--- config.mk ---
export PLATFORM = sky130hd
export DESIGN_NAME = i2c_apb_arbiter
export DESIGN_NICKNAME = d
export VERILOG_FILES = /design/src/rtl/i2c_arb_pkg.sv /design/src/rtl/i2c_arb_watchdog.sv /design/src/rtl/i2c_apb_arbiter.sv
export SDC_FILE = /design/constraint.sdc
export NUM_CORES = 1
export LEC_CHECK = 0
export ABC_AREA = 1
export BUFFER_PORTS_ARGS = -buffer_cell sky130_fd_sc_hd__buf_4
export CAP_MARGIN = 5
export CORE_ASPECT_RATIO = 1.4
export CORE_MARGIN = 2
export CORE_UTILIZATION = 44
export DETAILED_ROUTE_END_ITERATION = 8
export PLACE_DENSITY = 0.79
export SLEW_MARGIN = 20
export SYNTH_ARGS = -nofsm -noshare
export SYNTH_HDL_FRONTEND = slang
export SYNTH_HIERARCHICAL = 1
export SYNTH_SLANG_ARGS = --single-unit
--- constraint.sdc ---
create_clock -name PCLK -period 2.4 [get_ports PCLK]
set_clock_uncertainty 0.15 [all_clocks]
set_input_delay 0.12 -clock PCLK [delete_from_list [all_inputs] [get_ports PCLK]]
set_output_delay 0.12 -clock PCLK [all_outputs]
set_load 0.05 [all_outputs]
--- src/rtl/i2c_arb_pkg.sv ---
// i2c_arb_pkg: shared encodings for the CoreI2C APB arbiter.
// The REC_* states are only present when I2C_ARB_STOP_RECOVERY_EN is defined.
package i2c_arb_pkg;

  typedef enum logic [2:0] {
    ST_IDLE       = 3'd0,
    ST_GNT0       = 3'd1,
    ST_GNT1       = 3'd2
`ifdef I2C_ARB_STOP_RECOVERY_EN
    ,
    ST_REC_SETUP  = 3'd3,
    ST_REC_ACCESS = 3'd4
`endif
  } arb_state_t;

  // CoreI2C register offsets
  localparam logic [8:0] REG_CTRL  = 9'h00;
  localparam logic [8:0] REG_STAT  = 9'h04;
  localparam logic [8:0] REG_DATA  = 9'h08;
  localparam logic [8:0] REG_ADDR0 = 9'h0C;
  localparam logic [8:0] REG_SMB   = 9'h10;
  localparam logic [8:0] REG_ADDR1 = 9'h1C;

  // CTRL value that clears STA and sets STO
  localparam logic [7:0] CTRL_STOP = 8'h50;

  // owner codes
  localparam logic [1:0] OWN_NONE = 2'b00;
  localparam logic [1:0] OWN_M0   = 2'b01;
  localparam logic [1:0] OWN_M1   = 2'b10;
  localparam logic [1:0] OWN_REC  = 2'b11;

endpackage

--- src/rtl/i2c_arb_watchdog.sv ---
// i2c_arb_watchdog: saturating grant-age counter. Clear has priority over
// enable; expire stays high once the limit is reached until cleared.
module i2c_arb_watchdog #(
  parameter int              TO_W  = 16,
  parameter logic [TO_W-1:0] LIMIT = '1
) (
  input  logic PCLK,
  input  logic PRESETN,
  input  logic i_clr,
  input  logic i_en,
  output logic o_expire
);

  logic [TO_W-1:0] r_cnt;

  // count enabled cycles, hold at all-ones instead of wrapping
  always_ff @(posedge PCLK or negedge PRESETN) begin
    if (!PRESETN) begin
      r_cnt <= '0;
    end else if (i_clr) begin
      r_cnt <= '0;
    end else if (i_en && (r_cnt != '1)) begin
      r_cnt <= r_cnt + 1'b1;
    end
  end

  assign o_expire = (r_cnt >= LIMIT);

endmodule

--- src/rtl/i2c_apb_arbiter.sv ---
// i2c_apb_arbiter: round-robin owner of the CoreI2C APB port for two masters.
// A grant is locked from req rise to req fall (START..STOP), a watchdog revokes
// a grant that sees no completed transfer for TIMEOUT_CYC cycles.
// Optional: I2C_ARB_STOP_RECOVERY_EN makes the arbiter write CTRL=STOP after a
// revoke so the I2C bus is released.
//
// state         | meaning
// ST_IDLE       | no owner, arbitrate between requests
// ST_GNT0       | master 0 owns the slave port
// ST_GNT1       | master 1 owns the slave port
// ST_REC_SETUP  | arbiter STOP write, APB setup phase
// ST_REC_ACCESS | arbiter STOP write, APB access phase until PREADY
module i2c_apb_arbiter
  import i2c_arb_pkg::*;
#(
  parameter int TIMEOUT_CYC = 50000,
  parameter int TO_W        = 16
) (
  input  logic       PCLK,
  input  logic       PRESETN,
  input  logic       m0_req,
  output logic       m0_gnt,
  input  logic       m0_psel,
  input  logic       m0_penable,
  input  logic       m0_pwrite,
  input  logic [8:0] m0_paddr,
  input  logic [7:0] m0_pwdata,
  output logic [7:0] m0_prdata,
  output logic       m0_pready,
  output logic       m0_pslverr,
  input  logic       m1_req,
  output logic       m1_gnt,
  input  logic       m1_psel,
  input  logic       m1_penable,
  input  logic       m1_pwrite,
  input  logic [8:0] m1_paddr,
  input  logic [7:0] m1_pwdata,
  output logic [7:0] m1_prdata,
  output logic       m1_pready,
  output logic       m1_pslverr,
  output logic       PSEL,
  output logic       PENABLE,
  output logic       PWRITE,
  output logic [8:0] PADDR,
  output logic [7:0] PWDATA,
  input  logic [7:0] PRDATA,
  input  logic       PREADY,
  input  logic       PSLVERR,
  output logic [1:0] owner,
  output logic       timeout
);

  arb_state_t r_state;
  arb_state_t w_state_nxt;
  logic       r_last;
  logic       w_in_gnt;
  logic       w_own_req;
  logic       w_own_psel;
  logic       w_own_penable;
  logic       w_done;
  logic       w_expire;
  logic       w_timeout;

  assign w_in_gnt      = (r_state == ST_GNT0) || (r_state == ST_GNT1);
  assign w_own_req     = (r_state == ST_GNT1) ? m1_req     : m0_req;
  assign w_own_psel    = (r_state == ST_GNT1) ? m1_psel    : m0_psel;
  assign w_own_penable = (r_state == ST_GNT1) ? m1_penable : m0_penable;
  assign w_done        = w_in_gnt && w_own_psel && w_own_penable && PREADY;
  // an open transfer defers the revoke; completion clears the age instead
  assign w_timeout     = w_in_gnt && w_expire && !w_own_psel;
  assign timeout       = w_timeout;

  i2c_arb_watchdog #(
    .TO_W  (TO_W),
    .LIMIT (TO_W'(TIMEOUT_CYC - 1))
  ) u_wdog (
    .PCLK     (PCLK),
    .PRESETN  (PRESETN),
    .i_clr    (!w_in_gnt || w_done),
    .i_en     (w_in_gnt),
    .o_expire (w_expire)
  );

  // state register and round-robin pointer (last granted master)
  always_ff @(posedge PCLK or negedge PRESETN) begin
    if (!PRESETN) begin
      r_state <= ST_IDLE;
      r_last  <= 1'b1;
    end else begin
      r_state <= w_state_nxt;
      if ((r_state == ST_IDLE) && (w_state_nxt == ST_GNT0)) begin
        r_last <= 1'b0;
      end else if ((r_state == ST_IDLE) && (w_state_nxt == ST_GNT1)) begin
        r_last <= 1'b1;
      end
    end
  end

  // next-state: arbitrate in IDLE, hold the lock, release or revoke
  always_comb begin
    w_state_nxt = r_state;
    case (r_state)
      ST_IDLE: begin
        if (m0_req && (!m1_req || r_last)) begin
          w_state_nxt = ST_GNT0;
        end else if (m1_req) begin
          w_state_nxt = ST_GNT1;
        end
      end
      ST_GNT0, ST_GNT1: begin
        if (w_timeout) begin
`ifdef I2C_ARB_STOP_RECOVERY_EN
          w_state_nxt = ST_REC_SETUP;
`else
          w_state_nxt = ST_IDLE;
`endif
        end else if (!w_own_req && (!w_own_psel || w_done)) begin
          w_state_nxt = ST_IDLE;
        end
      end
`ifdef I2C_ARB_STOP_RECOVERY_EN
      ST_REC_SETUP: begin
        w_state_nxt = ST_REC_ACCESS;
      end
      ST_REC_ACCESS: begin
        if (PREADY) begin
          w_state_nxt = ST_IDLE;
        end
      end
`endif
      default: begin
        w_state_nxt = ST_IDLE;
      end
    endcase
  end

  // outputs: grant/owner decode, slave mux and return path from the state
  always_comb begin
    m0_gnt     = 1'b0;
    m1_gnt     = 1'b0;
    owner      = OWN_NONE;
    PSEL       = 1'b0;
    PENABLE    = 1'b0;
    PWRITE     = 1'b0;
    PADDR      = '0;
    PWDATA     = '0;
    m0_prdata  = '0;
    m0_pready  = 1'b0;
    m0_pslverr = 1'b0;
    m1_prdata  = '0;
    m1_pready  = 1'b0;
    m1_pslverr = 1'b0;
    case (r_state)
      ST_GNT0: begin
        m0_gnt     = 1'b1;
        owner      = OWN_M0;
        PSEL       = m0_psel;
        PENABLE    = m0_penable;
        PWRITE     = m0_pwrite;
        PADDR      = m0_paddr;
        PWDATA     = m0_pwdata;
        m0_prdata  = PRDATA;
        m0_pready  = PREADY;
        m0_pslverr = PSLVERR;
      end
      ST_GNT1: begin
        m1_gnt     = 1'b1;
        owner      = OWN_M1;
        PSEL       = m1_psel;
        PENABLE    = m1_penable;
        PWRITE     = m1_pwrite;
        PADDR      = m1_paddr;
        PWDATA     = m1_pwdata;
        m1_prdata  = PRDATA;
        m1_pready  = PREADY;
        m1_pslverr = PSLVERR;
      end
`ifdef I2C_ARB_STOP_RECOVERY_EN
      ST_REC_SETUP, ST_REC_ACCESS: begin
        owner   = OWN_REC;
        PSEL    = 1'b1;
        PENABLE = (r_state == ST_REC_ACCESS);
        PWRITE  = 1'b1;
        PADDR   = REG_CTRL;
        PWDATA  = CTRL_STOP;
      end
`endif
      default: begin
      end
    endcase
  end

endmodule

==> results by group <==
Run status
  – Outcome: finished, final reports clean

Clock tree
  – TritonCTS Buffers: 3
  – Maximum buffer depth of the clock tree: 2
  – Number of setup buffers added after CTS: 0
  – Clock latency at the later pin of the worst-skew pair: 0.26 ns
  – Num Clock Sinks: 20
  – Register clock-pin slew on the reported worst setup and hold paths: 0.08 ns
  – Root Buffer Master: sky130_fd_sc_hd__clkbuf_8
  – Count of H-tree levels built during CTS: 1
  – Clock tree from TritonCTS: done

Setup path
  – Largest fanout on the critical path: 4
  – Startpoint type of the worst setup path: flip-flop
  – CP Data Arrival Time: 1.95 ns
  – Flop2flop setup slack: 0.24 ns
  – Required time at the worst-slack endpoint: 2.13 ns
  – Critical path start-end classification: reg2out
  – Worst r2r path cells: 9
  – Endpoint kind of the worst setup timing path: output pin
  – Launching point of the worst reg2reg path: r_state[2]
  – Endpoint of the lowest-slack register-to-register path: u_wdog/r_cnt[9]

Floorplanning
  – Die W: 55.6 um
  – Core area: 3610 um2
  – Initial Utilization: 45.4%
  – Die boundary height: 76.2 um
  – Top-Level Pins: 99
  – Number of core rows: 26
  – Die Footprint: 4230 um2

Worst hold path
  – Worst Hold Launch: m0_req
  – Min-Delay Path Class: in2reg
  – Worst hold path cell count: 4
  – Min-Delay Endpoint: r_last

Synth
  – Synthesized area: 1640 um2
  – Post-synthesis area per instance: 6.50 um2
  – Gate Count Post-Synth: 252
  – Seq/Total Area, Yosys: 30.6%
  – Yosys warning total: 6
  – Post-synthesis sequential element count: 20
  – Net count after synthesis: 307
  – Number of unique standard cell types used by synthesis: 30

STA
  – Final worst-path cycle share: 92.6%
  – Count of endpoints failing hold in the final timing report: 0
  – Total count of max-transition violations in the final report: 0
  – Final count of negative-setup-slack endpoints: 0
  – Highest attainable clock frequency: 450 MHz
  – Minimum period implied by the final worst setup slack: 2.22 ns

Place
  – # placed instances: 386
  – Input/output buffers: 98
  – Post-DP HPWL: 4.58 mm
  – Weighted congestion at the end of routability-driven global placement: 1.03

Power
  – Final Total Pwr: 1.32 mW
  – Max VDD drop: 366 uV
  – Pwr Density: 533 nW/um2
  – Static Leak: 1.34 nW

Route
  – Via density: 5.21
  – Routed wire length: 5.60 mm
  – Detailed-routing iteration count for the pre-antenna-repair pass: 4
  – Detail Route Antenna Nets: 0
  – Detailed-route via count: 2042
  – Wirelength per Cell: 14.3 um
  – Detailed Route Iter0 Violations: 123
  – Count of unresolved DRC violations after routing: 0

Global routing
  – Wire length of the first global-routing pass: 8.80 mm
  – Pin count of the biggest net entering global routing: 23
  – Tot GR Track Use: 26.0%
  – Overflow after GRT: 0
  – Via count of the first global-routing pass: 1895
  – Antenna violations before repair: 0

Cells and area
  – Nets: 406
  – Number of inserted filler cells in the final layout: 339
  – Finished Layout Cells: 392
  – Register area: 502 um2
  – Fraction of final layout cells with drive strength greater than 1: 34.3%
  – Number of antenna repair diodes: 0
  – Layout-stage area growth over the synthesis result: 51.1%
  – Area of combinational cells with multiple inputs: 982 um2

Job
  – Max-cap viol count: 0
final cells by class:
class,instances,share of cell area (%)
well taps,42,2.12
flip-flops and latches,20,20.3
clock buffers,4,2.22
repair buffers,103,31.4
multi-input cells,195,39.7
inverters,28,4.25
worst max path at each step:
stage / endpoint / startpoint / cells past startpoint
finish: timeout / u_wdog/r_cnt[0] / 10
global route: timeout / u_wdog/r_cnt[0] / 10
global placement: u_wdog/r_cnt[5] / r_state[2] / 10
floorplan: u_wdog/r_cnt[10] / r_state[2] / 9
CTS: timeout / u_wdog/r_cnt[0] / 10
detailed placement: u_wdog/r_cnt[9] / r_state[2] / 9
cells in the mapped netlist, drive strengths merged:
| master | n | area (um2) |
|---|---|---|
| a21oi | 6 | 30.0 |
| conb | 1 | 3.75 |
| o211ai | 2 | 15.0 |
| dfrtp | 19 | 475 |
| clkinv | 1 | 3.75 |
| nand3 | 14 | 70.1 |
| a22o | 18 | 158 |
| nor4 | 1 | 6.26 |
| nor2 | 44 | 198 |
| xor2 | 3 | 26.3 |
| buf | 8 | 48.8 |
| inv | 27 | 101 |
| xnor2 | 2 | 17.5 |
| nand3b | 1 | 7.51 |
| nand4 | 8 | 50.1 |
| o21bai | 2 | 15.0 |
| or2 | 1 | 6.26 |
| dfstp | 1 | 26.3 |
| o21ai | 6 | 30.0 |
| nand2 | 82 | 313 |
| ha | 1 | 12.5 |
| clkbuf | 1 | 3.75 |
| nor3 | 3 | 20.0 |
metrics by stage:
step,area [um2],hold WS (ns),util (%),TNS [ns],setup WS (ns)
final,2470,0.0593,68.5,0,0.177
after global routing,2470,0.0788,68.5,-0.0237,-0.0237
after CTS,2470,0.0576,68.4,0,0.176
after floorplan,1640,-0.326,-,0,0.113
after detailed placement,2400,-0.131,66.4,0,0.271
after global placement,2400,-0.134,66.4,0,0.317
where the power goes:
| part | switching (mW) | internal (mW) | leakage (nW) |
|---|---|---|---|
| sequential | 0.0183 | 0.362 | 0.272 |
| combinational | 0.463 | 0.221 | 1.04 |
| clock | 0.109 | 0.146 | 0.0288 |
| total | 0.590 | 0.728 | 1.34 |
cell usage in the layout (no fill, tap or decap), types with 3 or more instances in the layout:
master,synthesis,routed
sky130_fd_sc_hd__o21ai_0,6,6
sky130_fd_sc_hd__nand4_1,8,8
sky130_fd_sc_hd__dfrtp_1,19,19
sky130_fd_sc_hd__inv_1,25,25
sky130_fd_sc_hd__a21oi_1,6,5
sky130_fd_sc_hd__buf_4,1,101
sky130_fd_sc_hd__a22o_1,18,18
sky130_fd_sc_hd__clkbuf_8,0,4
sky130_fd_sc_hd__nor2_4,3,3
sky130_fd_sc_hd__nand3_1,14,14
sky130_fd_sc_hd__nand2_1,80,80
sky130_fd_sc_hd__nor2_2,4,4
sky130_fd_sc_hd__xor2_1,3,3
sky130_fd_sc_hd__nor2_1,37,37
state kept, by name (all words and copies together), names as in the netlist:
signal	flops
u_wdog/r_cnt	16
r_last	1
r_state	3
kinds of logic after synthesis:
family	Yosys count	synth area share [%]
flip-flops	20	30.6
AO/OA/AOI/OAI	34	15.1
adder cells (fa/ha/maj)	1	0.764
XOR/XNOR	5	2.67
buffers and inverters	37	9.63
other	1	0.229
AND/OR/NAND/NOR	154	40.9
per-layer routing:
layer | vias up | wire (um) | GRT usage, %
met1 | 932 | 2060 | 30.0
met2 | 91 | 2890 | 46.5
met4 | 0 | 95 | 7.07
met3 | 8 | 548 | 7.13
li1 | 1011 | - | -
met5 | - | 0 | 0
what timing repair did:
item                                    CTS  global route
endpoints found under the setup margin    0             1
hold endpoints to repair                 21             0
gates resized for setup                   0             1
hold buffers                              2             0
worst max-delay path, stage by stage (launching register included):
cell and delay (ns):
sky130_fd_sc_hd__dfrtp_1 0.38, sky130_fd_sc_hd__ha_1 0.17, sky130_fd_sc_hd__nand2_1 0.12, sky130_fd_sc_hd__nor2_4 0.15, sky130_fd_sc_hd__o21ai_0 0.09, sky130_fd_sc_hd__nand3_1 0.08, sky130_fd_sc_hd__nand2_1 0.05, sky130_fd_sc_hd__a21oi_1 0.14
sky130_fd_sc_hd__nand3_1 0.15, sky130_fd_sc_hd__a21oi_2 0.15, sky130_fd_sc_hd__buf_4 0.22
Power figures use the tool's default switching activity.
